<file path="src/rtl/alu_board_ctrl.sv">
// Board top for the ALU practical: debounced buttons load A/B/opcode from switches.
// Optional ALU_BOARD_FLAGS_EN adds registered zero/carry flags on o_flags.
module alu_board_ctrl #(
    parameter int NB_DATA         = 8,
    parameter int NB_OP           = 6,
    parameter int DEBOUNCE_CYCLES = 1000000
) (
    input  logic               clk,
    input  logic               i_reset,
    input  logic [NB_DATA-1:0] i_sw,
    input  logic [2:0]         i_button,
`ifdef ALU_BOARD_FLAGS_EN
    output logic [1:0]         o_flags,
`endif
    output logic [NB_DATA-1:0] o_led
);

    localparam int CW = $clog2(DEBOUNCE_CYCLES + 1);

    localparam logic [NB_OP-1:0] OP_ADD = NB_OP'(6'b100000);
    localparam logic [NB_OP-1:0] OP_SUB = NB_OP'(6'b100010);
    localparam logic [NB_OP-1:0] OP_AND = NB_OP'(6'b100100);
    localparam logic [NB_OP-1:0] OP_OR  = NB_OP'(6'b100101);
    localparam logic [NB_OP-1:0] OP_XOR = NB_OP'(6'b100110);
    localparam logic [NB_OP-1:0] OP_NOR = NB_OP'(6'b100111);
    localparam logic [NB_OP-1:0] OP_SRA = NB_OP'(6'b000011);
    localparam logic [NB_OP-1:0] OP_SRL = NB_OP'(6'b000010);

    logic [1:0]         rst_ff;
    logic               rst;
    logic [NB_DATA-1:0] sw_meta;
    logic [NB_DATA-1:0] sw_sync;
    logic [2:0]         btn_meta;
    logic [2:0]         btn_sync;
    logic [CW-1:0]      cnt [3];
    logic [2:0]         lvl;
    logic [2:0]         lvl_d;
    logic [2:0]         pulse;
    logic [NB_DATA-1:0] reg_a;
    logic [NB_DATA-1:0] reg_b;
    logic [NB_OP-1:0]   reg_op;
    logic [NB_DATA-1:0] alu_out;

    // Reset asserts immediately but releases on a clock edge.
    always_ff @(posedge clk or posedge i_reset) begin
        if (i_reset) begin
            rst_ff <= 2'b11;
        end else begin
            rst_ff <= {rst_ff[0], 1'b0};
        end
    end

    assign rst = rst_ff[1];

    always_ff @(posedge clk or posedge rst) begin
        if (rst) begin
            sw_meta  <= '0;
            sw_sync  <= '0;
            btn_meta <= '0;
            btn_sync <= '0;
        end else begin
            sw_meta  <= i_sw;
            sw_sync  <= sw_meta;
            btn_meta <= i_button;
            btn_sync <= btn_meta;
        end
    end

    always_ff @(posedge clk or posedge rst) begin
        if (rst) begin
            for (int i = 0; i < 3; i++) begin
                cnt[i] <= '0;
            end
            lvl   <= '0;
            lvl_d <= '0;
        end else begin
            lvl_d <= lvl;
            for (int i = 0; i < 3; i++) begin
                if (btn_sync[i] != lvl[i]) begin
                    if (cnt[i] == CW'(DEBOUNCE_CYCLES - 1)) begin
                        lvl[i] <= btn_sync[i];
                        cnt[i] <= '0;
                    end else begin
                        cnt[i] <= cnt[i] + CW'(1);
                    end
                end else begin
                    cnt[i] <= '0;
                end
            end
        end
    end

    assign pulse = lvl & ~lvl_d;

    always_ff @(posedge clk or posedge rst) begin
        if (rst) begin
            reg_a  <= '0;
            reg_b  <= '0;
            reg_op <= '0;
        end else begin
            if (pulse[0]) reg_a  <= sw_sync;
            if (pulse[1]) reg_b  <= sw_sync;
            if (pulse[2]) reg_op <= sw_sync[NB_OP-1:0];
        end
    end

    // Oversized shift amounts saturate naturally: zero fill or sign fill.
    always_comb begin
        alu_out = '0;
        unique case (reg_op)
            OP_ADD:  alu_out = reg_a + reg_b;
            OP_SUB:  alu_out = reg_a - reg_b;
            OP_AND:  alu_out = reg_a & reg_b;
            OP_OR:   alu_out = reg_a | reg_b;
            OP_XOR:  alu_out = reg_a ^ reg_b;
            OP_NOR:  alu_out = ~(reg_a | reg_b);
            OP_SRA:  alu_out = $signed(reg_a) >>> reg_b;
            OP_SRL:  alu_out = reg_a >> reg_b;
            default: alu_out = '0;
        endcase
    end

`ifdef ALU_BOARD_FLAGS_EN
    logic [NB_DATA:0] sum;
    logic             carry;

    assign sum = {1'b0, reg_a} + {1'b0, reg_b};

    always_comb begin
        carry = 1'b0;
        if (reg_op == OP_ADD) begin
            carry = sum[NB_DATA];
        end else if (reg_op == OP_SUB) begin
            carry = reg_a < reg_b;
        end
    end

    always_ff @(posedge clk or posedge rst) begin
        if (rst) begin
            o_flags <= '0;
        end else begin
            o_flags <= {carry, alu_out == '0};
        end
    end
`endif

    always_ff @(posedge clk or posedge rst) begin
        if (rst) begin
            o_led <= '0;
        end else begin
            o_led <= alu_out;
        end
    end

endmodule

</file>
<file path="config.mk">
export PLATFORM = sky130hd
export DESIGN_NAME = alu_board_ctrl
export DESIGN_NICKNAME = d
export VERILOG_FILES = /design/src/rtl/alu_board_ctrl.sv
export SDC_FILE = /design/constraint.sdc
export NUM_CORES = 1
export LEC_CHECK = 0
export CELL_PAD_IN_SITES_DETAIL_PLACEMENT = 0
export CELL_PAD_IN_SITES_GLOBAL_PLACEMENT = 1
export CORE_MARGIN = 2
export CORE_UTILIZATION = 30
export DETAILED_ROUTE_END_ITERATION = 10
export GPL_ROUTABILITY_DRIVEN = 0
export PLACE_DENSITY = 0.53
export SKIP_CTS_REPAIR_TIMING = 1
export SLEW_MARGIN = 20
export SYNTH_ARGS = -nofsm -noshare
export SYNTH_HDL_FRONTEND = slang
export SYNTH_SLANG_ARGS = --single-unit
</file>
<file path="constraint.sdc">
create_clock -name clk -period 3.17 [get_ports clk]
set_input_delay 0.634 -clock clk [delete_from_list [all_inputs] [get_ports clk]]
set_output_delay 0.634 -clock clk [all_outputs]
set_load 0.01 [all_outputs]
</file>
==> summary.md <==
| Metric | Value |
|---|---|
| Max_cap viols | `0` |
| Avg WL per Cell | `roughly 15 µm` |
| Fmax | `between 300 and 400 MHz` |
| Final slew viol count | `0` |
| First-pass GRT wire length | `between 20000 and 25000 µm` |
| Initial Utilization | `0.307` |
| CTS tree | `done` |
| Async SR Flop Fraction | `1.00` |
| Total GRT Usage | `0.133` |
| Pin count of the biggest net entering global routing | `70` |
| Lkg Pwr | `around 3.1 nW` |
| Worst slew pin tran | `approximately 0.75 ns` |
| Status | `completed` |
| Worst Skew | `about 0.0093 ns` |
| Total grt overflow | `0` |
| CP Launch Type | `register` |
| Worst-path clk slew | `0.06 ns` |
| Filler Cells Inserted | `2043` |
| Mapped Cells | `620` |
| DR DRC count | `0` |
| DR vias | `between 4000 and 5000` |
| Endpoints failing hold | `0` |
| Hold Slack | `0.306 ns` |
| Synth top area share | `0.474` |
| Die area | `21900 µm²` |
| Area Overhead vs Synth | `17.7%` |
| Die Y | `between 100 and 150 µm` |
| Antenna Nets Post-Route | `0` |
| Initial antenna violation count | `0` |
| Drt pass-1 iters | `4` |
| Antenna cells | `0` |
| YS warnings | `0` |
| Final nets | `around 680` |
| DR iter-0 viols | `210` |
| Critical path origin | `reg_op[2]` |
| Largest cells by area after synthesis | `dfrtp_1, xnor2_1, ha_1, nor2_1, xor2_1` |
| Post-Syn Area | `6230 µm²` |
| TritonCTS buffer count | `17` |
| Crit Reg-Reg Startpoint | `reg_op[2]` |
| Drt total wl | `13600 µm` |
| WP data required | `approximately 3.4 ns` |
| RSZ-0062 raised after global routing | `no` |
| Root Driver | `clkbuf_16` |
| Fin crit share | `0.856` |
| Fin crit period | `2.71 ns` |
| Distinct cells, synth | `57` |
| VDD IR max | `0.000326 V` |
| Worst Path Arrival | `approximately 3.0 ns` |
| Worst-Skew Late Latency | `0.41 ns` |
| Via density | `4.70` |
| Prevailing post-synth register cell | `dfrtp_1` |
| Setup TNS Final | `0 ns` |
| Vias in the first global route | `about 4400` |
| Sequential share of the synthesized area | `0.482` |
| CP max FO | `7` |
| Row Count | `between 50 and 60` |
| Die Wd | `approximately 150 µm` |
| CP Capture Type | `register` |
| Clock Tree Buf Depth | `2` |
| H-tree depth | `4` |
| FF-to-FF path depth | `10` |
| Final Non-Filler Cells | `around 900` |
| Io pins | `21` |
| Synth area leader | `dfrtp_1` |
| Sink Count | `120` |
| Power Dens Cells | `between 400 and 500 nW/µm²` |
| WS Path Type | `reg -> reg` |
| Post-synth EDFFs | `0` |
| Max_slew headroom | `0.498` |
| Critical R2R Capture | `o_led[7]` |
| Syn_area_per_cell | `approximately 10 µm²` |
| Inst Count DP | `around 890` |
| Proportion of layout cells with a drive suffix above 1 | `0.110` |
| Syn Nets | `roughly 660` |
| R2R setup slack | `~0.46 ns` |
| Number of port buffers | `20` |
| Detailed placement HPWL | `~9500 µm` |
| CORE AREA | `just over 20000 µm²` |
| Setup violations, final | `0` |
| Min-delay worst type | `reg -> async` |
| Yosys reg bits | `120` |
[worst max path at each step]
stage,cells past startpoint,endpoint
finish,10,o_led[7]
global placement,10,o_led[3]
floorplan,12,o_led[3]
global route,10,o_led[7]
detailed placement,10,o_led[3]
CTS,10,o_led[3]
[cells in the final DEF, fill, tap and decap left out, drive strengths merged, types with 21 or more instances in the layout]
master  Yosys  routed
ha         27      27
o21ai      24      24
nor2       87      87
xnor2      40      40
clkbuf     13      21
inv        26      25
nand2      46      46
mux2       21      21
nand3      38      38
xor2       36      36
dfrtp     118     118
[flip-flops by register name, indices dropped and copies added, names as in the netlist, 6 cells and up]
| signal | flops |
|---|---|
| reg_a | 8 |
| reg_op | 6 |
| cnt | 60 |
| o_led | 8 |
| sw_meta | 8 |
| sw_sync | 8 |
| reg_b | 8 |
[power by group]
part	internal, mW	switching [mW]
Combinational	0.0280	0.0519
Sequential	1.56	0.0198
Clock	1.30	0.677
[routing by layer]
metal	global-route usage	up-vias	routed length [µm]
met5	0	-	0
li1	-	2166	-
met3	0.0331	13	493
met1	0.185	2107	6870
met2	0.198	56	5980
met4	0.0567	0	211
[layout make-up]
cell class	instances	area [µm²]	share of cell area
repair buffers	28	273	0.0372
well taps	270	338	0.0461
inverters	26	101	0.0138
clock inverters	9	123	0.0167
clock buffers	21	480	0.0655
flip-flops and latches	120	3010	0.410
multi-input cells	449	3010	0.411
[stage by stage]
| step | setup WS (ns) | instance area, µm² | total power, mW | utilization |
|---|---|---|---|---|
| 2_1_floorplan | 0.503 | 6230 | 1.65 | - |
| 6_report | 0.457 | 7330 | 3.64 | 0.361 |
| 4_1_cts | 0.438 | 7330 | 3.71 | 0.361 |
| 5_1_grt | 0.182 | 7330 | 3.79 | 0.361 |
| 3_3_place_gp | 0.526 | 6730 | 1.69 | 0.332 |
| 3_5_place_dp | 0.441 | 6730 | 1.69 | 0.332 |
[cells by family after synthesis]
kind of cell / synth area share
AND/OR/NAND/NOR: 0.188
multiplexers: 0.0604
adder cells (fa/ha/maj): 0.0574
other: 0.000602
AO/OA/AOI/OAI: 0.0705
flip-flops: 0.482
XOR/XNOR: 0.107
buffers and inverters: 0.0339
[worst max-delay path: stages, from the launching register on]
cell	delay [ns]
dfrtp_1	0.41
nor3_1	0.25
and3_1	0.39
mux2i_1	0.36
ha_1	0.29
nor2b_1	0.14
o2111ai_1	0.23
nand3_1	0.11
o21ai_0	0.11
xnor2_1	0.15
o221ai_1	0.15
[cells in the mapped netlist (3+ instances only)]
library cell and number:
nand3_1 37, nor4_1 9, clkbuf_1 12, nor2_1 86
o21ai_0 22, nor2b_1 5, xnor2_1 40, nand2b_1 4
mux2i_1 14, nor3_1 13, o221ai_1 5, nand2_1 46
xor2_1 36, and3_1 12, dfrtp_1 118, mux2_2 21
a21oi_1 14, ha_1 27, nand4_1 8, and4_1 3
o22ai_1 3, a32oi_1 3, buf_2 9, or3_1 3
inv_1 26
Note: power is estimated with default switching activity, not from simulation.
